===== src/rtl/stg_pkg.sv =====
// Shared game-state and judge-state codes for the shooter game-flow logic.
// The game FSM and hit_judge both import these so the encodings cannot drift apart.
package stg_pkg;

  localparam logic [3:0] ST_INITIAL   = 4'b0000;
  localparam logic [3:0] ST_START     = 4'b0001;
  localparam logic [3:0] ST_PLAY      = 4'b0010;
  localparam logic [3:0] ST_COLLISION = 4'b1010;
  localparam logic [3:0] ST_BOMB      = 4'b0110;
  localparam logic [3:0] ST_SUCCESS   = 4'b1000;
  localparam logic [3:0] ST_GAMEOVER  = 4'b1001;

  typedef enum logic [1:0] {
    J_IDLE  = 2'd0,
    J_ARMED = 2'd1,
    J_DEAD  = 2'd2
  } judge_t;

  // Boss can take bullet damage only while the player is actively fighting.
  function automatic logic boss_vulnerable(input logic [3:0] gs);
    return (gs == ST_PLAY) || (gs == ST_COLLISION) || (gs == ST_BOMB);
  endfunction

endpackage


===== src/rtl/frame_sticky.sv =====
// Per-frame sticky hit flag: remembers any overlap strobe seen during the current frame.
// The live input is OR-ed in so a hit on the frame_tick cycle counts toward the closing frame.
module frame_sticky (
  input  logic clk,
  input  logic hard_reset_n,
  input  logic clr,
  input  logic in,
  input  logic tick,
  output logic flag
);

  logic flag_q;

  always_ff @(posedge clk or negedge hard_reset_n) begin
    if (!hard_reset_n) begin
      flag_q <= 1'b0;
    end else if (clr || tick) begin
      flag_q <= 1'b0;
    end else if (in) begin
      flag_q <= 1'b1;
    end
  end

  assign flag = flag_q | in;

endmodule


===== src/rtl/hit_judge.sv =====
// Condenses raw overlap strobes into per-frame collision/die events and tracks boss HP.
//
// state   | meaning
// J_IDLE  | game not running; hits and damage ignored
// J_ARMED | game running; frame_tick evaluates the frame's hits
// J_DEAD  | boss HP reached 0; die held until game_reset
module hit_judge
  import stg_pkg::*;
#(
  parameter int BOSS_HP    = 100,
  parameter int HP_W       = 8,
  parameter int BULLET_DMG = 1,
  parameter int BOMB_DMG   = 10
) (
  input  logic            clk,
  input  logic            hard_reset_n,
  input  logic            game_reset,
  input  logic            game_en,
  input  logic [3:0]      game_state,
  input  logic            frame_tick,
  input  logic            player_hit,
  input  logic            boss_hit,
  output logic            collision,
  output logic            die,
  output logic [HP_W-1:0] boss_hp
);

  localparam logic [HP_W-1:0] HP_INIT  = HP_W'(BOSS_HP);
  localparam logic [HP_W:0]   BULLET_W = (HP_W+1)'(BULLET_DMG);
  localparam logic [HP_W:0]   BOMB_W   = (HP_W+1)'(BOMB_DMG);

  logic            p_flag;
  logic            b_flag;
  judge_t          state_q, state_d;
  logic [HP_W-1:0] hp_q, hp_d;
  logic            coll_q, coll_d;
  logic            die_q, die_d;
  logic [HP_W:0]   dmg;
  logic [HP_W-1:0] new_hp;

  frame_sticky u_p_sticky (
    .clk          (clk),
    .hard_reset_n (hard_reset_n),
    .clr          (game_reset),
    .in           (player_hit),
    .tick         (frame_tick),
    .flag         (p_flag)
  );

  frame_sticky u_b_sticky (
    .clk          (clk),
    .hard_reset_n (hard_reset_n),
    .clr          (game_reset),
    .in           (boss_hit),
    .tick         (frame_tick),
    .flag         (b_flag)
  );

  // One extra bit keeps the compare exact so HP saturates at 0 instead of wrapping.
  always_comb begin
    dmg = ((b_flag && boss_vulnerable(game_state)) ? BULLET_W : '0)
        + ((game_state == ST_BOMB) ? BOMB_W : '0);
    if (dmg >= {1'b0, hp_q}) begin
      new_hp = '0;
    end else begin
      new_hp = hp_q - dmg[HP_W-1:0];
    end
  end

  always_comb begin
    state_d = state_q;
    hp_d    = hp_q;
    coll_d  = 1'b0;
    die_d   = die_q;
    if (game_reset) begin
      state_d = J_IDLE;
      hp_d    = HP_INIT;
      die_d   = 1'b0;
    end else begin
      case (state_q)
        J_IDLE: begin
          if (game_en) state_d = J_ARMED;
        end
        J_ARMED: begin
          if (frame_tick) begin
            hp_d = new_hp;
            // A kill in the same frame as a player hit suppresses the life loss.
            coll_d = p_flag && (game_state == ST_PLAY) && (new_hp != '0);
            if (new_hp == '0) begin
              state_d = J_DEAD;
              die_d   = 1'b1;
            end else if (!game_en) begin
              state_d = J_IDLE;
            end
          end else if (!game_en) begin
            state_d = J_IDLE;
          end
        end
        J_DEAD: begin
          state_d = J_DEAD;
        end
        default: begin
          state_d = J_IDLE;
        end
      endcase
    end
  end

  always_ff @(posedge clk or negedge hard_reset_n) begin
    if (!hard_reset_n) begin
      state_q <= J_IDLE;
      hp_q    <= HP_INIT;
      coll_q  <= 1'b0;
      die_q   <= 1'b0;
    end else begin
      state_q <= state_d;
      hp_q    <= hp_d;
      coll_q  <= coll_d;
      die_q   <= die_d;
    end
  end

  assign collision = coll_q;
  assign die       = die_q;
  assign boss_hp   = hp_q;

endmodule

===== config.mk =====
export PLATFORM = sky130hd
export DESIGN_NAME = hit_judge
export DESIGN_NICKNAME = d
export VERILOG_FILES = /design/src/rtl/stg_pkg.sv /design/src/rtl/frame_sticky.sv /design/src/rtl/hit_judge.sv
export SDC_FILE = /design/constraint.sdc
export NUM_CORES = 1
export LEC_CHECK = 0
export CAP_MARGIN = 20
export CORE_UTILIZATION = 35
export CTS_CLUSTER_SIZE = 16
export DETAILED_ROUTE_END_ITERATION = 6
export HOLD_SLACK_MARGIN = 0.08
export SLEW_MARGIN = 30
export SYNTH_ARGS = -nofsm -noshare
export SYNTH_HDL_FRONTEND = slang
export SYNTH_HIERARCHICAL = 1
export SYNTH_SLANG_ARGS = --single-unit

===== constraint.sdc =====
create_clock -name clk -period 7.6 [get_ports clk]
set_clock_uncertainty 0.05 [all_clocks]
set_input_delay 1.52 -clock clk [delete_from_list [all_inputs] [get_ports clk]]
set_output_delay 1.52 -clock clk [all_outputs]
set_load 0.005 [all_outputs]

* Word level (Yosys, flattened, before mapping)
Cells that the tools add are included.
** Word-level totals
- Bits in registers :: 14
- Input bits :: 11
- Word-level logic and storage cells :: 56
** Cells by class
- Add/sub/neg operators :: 2
- $lt $le $gt $ge :: 1
- Eq/ne operators :: 6
- Muxes and demuxes :: 23
- Bitwise gates (word level) :: 2
- Reduce and logical (&&, ||, !) cells :: 16
** Operator list (count)
- $mux W8 :: 4
- $mux W1 :: 12
- $mux W2 :: 5
- $reduce_bool A2 Y1 :: 5
- $ge A5 B8 Y1 :: 1
- $logic_not A8 Y1 :: 1
- $reduce_bool A8 Y1 :: 1
- $sub A8 B5 Y8 :: 1
- $pmux W2 S3 :: 1
- $add A1 B4 Y5 :: 1
- $eq A4 B2 Y1 const B :: 1
- $eq A4 B3 Y1 const B :: 1
- $eq A4 B4 Y1 const B :: 1
- $mux W4 :: 1
- $logic_and A1 B1 Y1 :: 3
- $logic_or A1 B1 Y1 :: 3
- $ne A3 B3 Y1 const B :: 1
- $reduce_and A3 Y1 :: 1
- $eq A2 B1 Y1 const B :: 1
- $eq A2 B2 Y1 const B :: 1
- $logic_not A2 Y1 :: 1
- $or A1 B1 Y1 :: 2
- $reduce_and A2 Y1 :: 1

* Logic depth before layout (Yosys ltp)
- Word-level depth :: 13
- Depth in mapped cells :: 12
- Gate-level depth less buffers :: 11

* Cells and area by module
Netlist, hierarchy kept.
** By module, submodules not included
- hit_judge :: instances 1, cells each 86, area each 773.2 µm²
- frame_sticky :: instances 2, cells each 3, area each 38.8 µm²

* Worst setup path after synthesis
No wires, ideal clock.
- Path type :: input to register
- From :: input port boss_hit
- To :: register hp_q[2] (netlist: boss_hp[2])
- Setup time :: 0.084 ns
- Arrival time :: 3.826 ns
- Required time :: 7.466 ns
- Slack :: 3.640 ns
- Stages :: 12
- Cells stage by stage :: or2_1 > nand3b_1 > a21oi_1 > ha_1 > inv_1 > fa_1 > or3_1 > and3_1 > or3_1 > buf_2 > a21o_1 > a221o_1
** Between the ends
- Longest elaborated chain between the ends :: 9
- Elaborated cells on any way between the ends :: 10
- Classes of those cells :: add/sub (2); order compare (1); mux (5); bitwise (1); reduce/logical (1)
** RTL lines
- from (decl) :: RTL line hit_judge.sv:22 : input logic boss_hit,
- $or A1 B1 Y1 * :: RTL line frame_sticky.sv:24 : assign flag = flag_q | in;
- $logic_and A1 B1 Y1 * :: RTL line hit_judge.sv:61 : dmg = ((b_flag && boss_vulnerable(game_state)) ? BULLET_W : '0)
- $mux W1 * :: RTL line hit_judge.sv:61
- $add A1 B4 Y5 * :: RTL line hit_judge.sv:62 : + ((game_state == ST_BOMB) ? BOMB_W : '0);
- $sub A8 B5 Y8 / $ge A5 B8 Y1 (equally long branches) :: RTL line hit_judge.sv:66, hit_judge.sv:63
- $mux W8 * :: RTL line hit_judge.sv:63 : if (dmg >= {1'b0, hp_q}) begin
- $mux W8 * :: RTL line hit_judge.sv:85 : if (frame_tick) begin
- $mux W8 * :: RTL line hit_judge.sv:80 : case (state_q)
- $mux W8 * :: RTL line hit_judge.sv:75 : if (game_reset) begin
- to (signal assigned) :: RTL line hit_judge.sv:117 : hp_q <= hp_d;
- to (decl) :: RTL line hit_judge.sv:35 : logic [HP_W-1:0] hp_q, hp_d;
Every way passes the cells marked *; elsewhere a longest branch is shown, timed or not. The select of a mux whose other input is x is not followed.
A chain may end at the register's enable or synchronous reset.

* Final worst setup path
- From :: input port boss_hit
- To :: register state_q[1]
** Between the ends
- Longest elaborated chain between the ends :: 11
- Elaborated cells on any way between the ends :: 12
- Classes of those cells :: add/sub (2); order compare (1); mux (6); bitwise (1); reduce/logical (2)
** RTL lines
- $or A1 B1 Y1 * :: RTL line frame_sticky.sv:24
- via b_flag :: RTL line hit_judge.sv:33 : logic b_flag;
- $logic_and A1 B1 Y1 * :: RTL line hit_judge.sv:61
- $mux W1 * :: RTL line hit_judge.sv:61
- $add A1 B4 Y5 * :: RTL line hit_judge.sv:62
- $sub A8 B5 Y8 / $ge A5 B8 Y1 (equally long branches) :: RTL line hit_judge.sv:66, hit_judge.sv:63
- $mux W8 * :: RTL line hit_judge.sv:63
- $logic_not A8 Y1 * :: RTL line hit_judge.sv:89 : if (new_hp == '0) begin
- $mux W2 * :: RTL line hit_judge.sv:89
- $mux W2 * :: RTL line hit_judge.sv:85
- $pmux W2 S3 * :: RTL line hit_judge.sv:80
- $mux W2 * :: RTL line hit_judge.sv:75
- to (signal assigned) :: RTL line hit_judge.sv:116 : state_q <= state_d;
- to (decl) :: RTL line hit_judge.sv:34 : judge_t state_q, state_d;
Mark *: on every way through the listed nets, which the timed path passes. The rest lies on a longest branch.

==> impl_metrics.toml <==
[timing]
min_period_over_period_pct = 57.75
hold_slack_ns = 0.4571
finalSetupViolCount = 0
hold_violations = 0
fmax_mhz = 227.8
drv_slew = 0
slew_headroom_pct = 49.87
finalCriticalPeriod_ns = 4.389
worstMarginPinSlew_ns = 0.7422
rsz0062_at_grt = "no"
fin_setup_tns_ns = 0
setup_slack_ns = 3.211

[placed_design]
dp_hpwl_um = 1477
port_buffers = 20
gp_congestion = 0.8754
preCtsSetupSlack_ns = 2.931

[cts]
clock_latency_ns = 0.27
htree_levels = 1
cts_tree = "yes"
cts-root-buf = "clkbuf_4"
cts_sinks = 14
clockBufferDepth = 2
cts_inserted_buffers = 3
clk_pin_slew_ns = 0.09
cts-resized-gates = 0
cts_setup_buffers = 0
holdBufCountCts = 0

[grt]
grt-ovfl-total = 0
antenna_found_initial = 0
grt_pass1_wl_um = 3312
grt_max_degree = 15
grt_pass1_vias = 756
track_usage_pct = 17.01

[detailed_routing]
first_pass_iters = 4
postRouteWirelength_um = 1955
drc = 0
routed_via_density = 5.543
m1WireLength_um = 952
dr.first_iter.drc_count = 6
wl_per_cell_um = 13.96
top_layer = "met4"
ant_nets = 0
wl_met2_um = 894
wl_met3_um = 76
vias = 776

[die]
die_width_um = 51.31
die_area_um2 = 2632
coreArea_um2 = 2255
row_count = 17
ioPinCount = 21
initial_utilization_pct = 37.74
die_y_um = 51.31

[yosys]
synth.distinct_cells = 37
ys_seq_area_share_pct = 41.62
synth_top_cell_by_area = "dfrtp_1"
syn_area_um2 = 850.8
yosys_warnings = 6
synthTopCellsByArea = "dfrtp_1 (32%), dfstp_2 (9.3%), a21oi_1 (4.7%)"
ys_ff_latch = 14
synthFlopType = "dfrtp_1"
synth_cells = 92
synth_nets = 107
synth.avg_cell_area_um2 = 9.248
synth-async-reset-ratio_pct = 100.0
synth_edf_count = 0
netlist.area_leader.share_pct = 32.35

[layout]
ff_latch_area_um2 = 354.1
multi_input_area_um2 = 469.2
mostFrequentLayoutCells = "clkdlybuf4s50_1 (20), dfrtp_1 (11), a21oi_1 (8), nor2_1 (8), nand2_1 (7)"
drive_gt1_share_pct = 7.143
post-route-util_pct = 49.06
diodes = 0
fill_cells = 226
fin_nets = 128
area_growth_pct = 30.00
layout_commonest_cell = "clkdlybuf4s50_1"

[worst_setup_path]
r2r_slack_ns = 4.58
endpoint_kind = "register"
startpoint_type = "input port"
r2r-start = "u_b_sticky/flag_q"
crit_start = "boss_hit"
crit_fanout = 4
critPathRequiredTime_ns = 7.77
critical_path_class = "input port to register"
arrival_ns = 4.56

[pwr]
p_per_area_nw_per_um2 = 138.5
p_leak_uw = 0.0004250
ir_drop_v = 0.00008269

[run]
cap_violations = 0

[outcome]
run_status = "complete, no violations"

[hold_path]
hold_start = "die"
min_path_type = "register to register"
## path summary, 6_finish.rpt
path                         endpoint  depth (start not counted)
max in group asynchronous  boss_hp[1]                          1
hold reg to reg                   die                          1
hold / removal                    die                          1
setup / recovery           state_q[1]                         12
setup reg to reg           state_q[1]                         11
min in group asynchronous  state_q[1]                          1
## sequential cells by signal, indices dropped and copies added, names as in the netlist
| signal | count |
|---|---|
| boss_hp | 8 |
| state_q | 2 |
| collision | 1 |
| die | 1 |
| u_b_sticky/flag_q | 1 |
| u_p_sticky/flag_q | 1 |
## metrics by stage
step	power [uW]	cell area, um2	std cells
after floorplan	89.90	850.8	92
after global placement	101.0	1070	136
after detailed placement	101.3	1070	136
after CTS	156.2	1106	140
after global routing	161.1	1106	140
final	153.2	1106	140
## cell type report
type | instances | share of cell area [%]
multi-input cells | 71 | 42.42
repair buffers | 20 | 18.10
inverters | 3 | 1.018
flip-flops and latches | 14 | 32.01
clock buffers | 4 | 3.281
well taps | 28 | 3.167
## logic make-up after synthesis
kind of cell | after synthesis | synth area share (%)
and+or+nand+nor | 42 | 27.06
buffers and inverters | 7 | 3.235
adders and majority gates | 4 | 6.765
xor gates and xnor gates | 2 | 2.059
DFF | 14 | 41.62
AOI/OAI and AO/OA | 23 | 19.27
## power breakdown
group          total, uW  internal [uW]  switching, uW
logic               21.7           11.1           10.6
clock network       53.5           29.1           24.4
registers           78.0           76.4           1.59
## Yosys cell counts, types with 2 or more instances
cell type	n
ha_1	3
nor2_1	8
or3_1	4
inv_1	3
nor4_1	4
nand3_1	3
dfrtp_1	11
dfstp_2	3
nor2b_1	2
a32o_1	2
a21oi_1	8
nand4b_1	2
or2_1	2
clkbuf_1	3
nor3b_1	3
o31a_1	3
nand2_1	7
xor2_1	2
## critical path, stage by stage
cell             delay, ns
clkdlybuf4s50_1       0.44
or2_1                 0.10
nand3b_1              0.07
a21oi_1               0.13
ha_1                  0.20
inv_1                 0.06
fa_1                  0.43
or3_1                 0.36
nand2_1               0.16
xor2_1                0.08
o41ai_1               0.71
a32o_1                0.28
## layer usage
layer	up-vias	global-route usage, %
li1	384	-
met2	22	28.51
met4	0	9.009
met5	-	0
met3	4	2.083
met1	366	21.23
No activity file was read; power rests on OpenSTA's default activity.
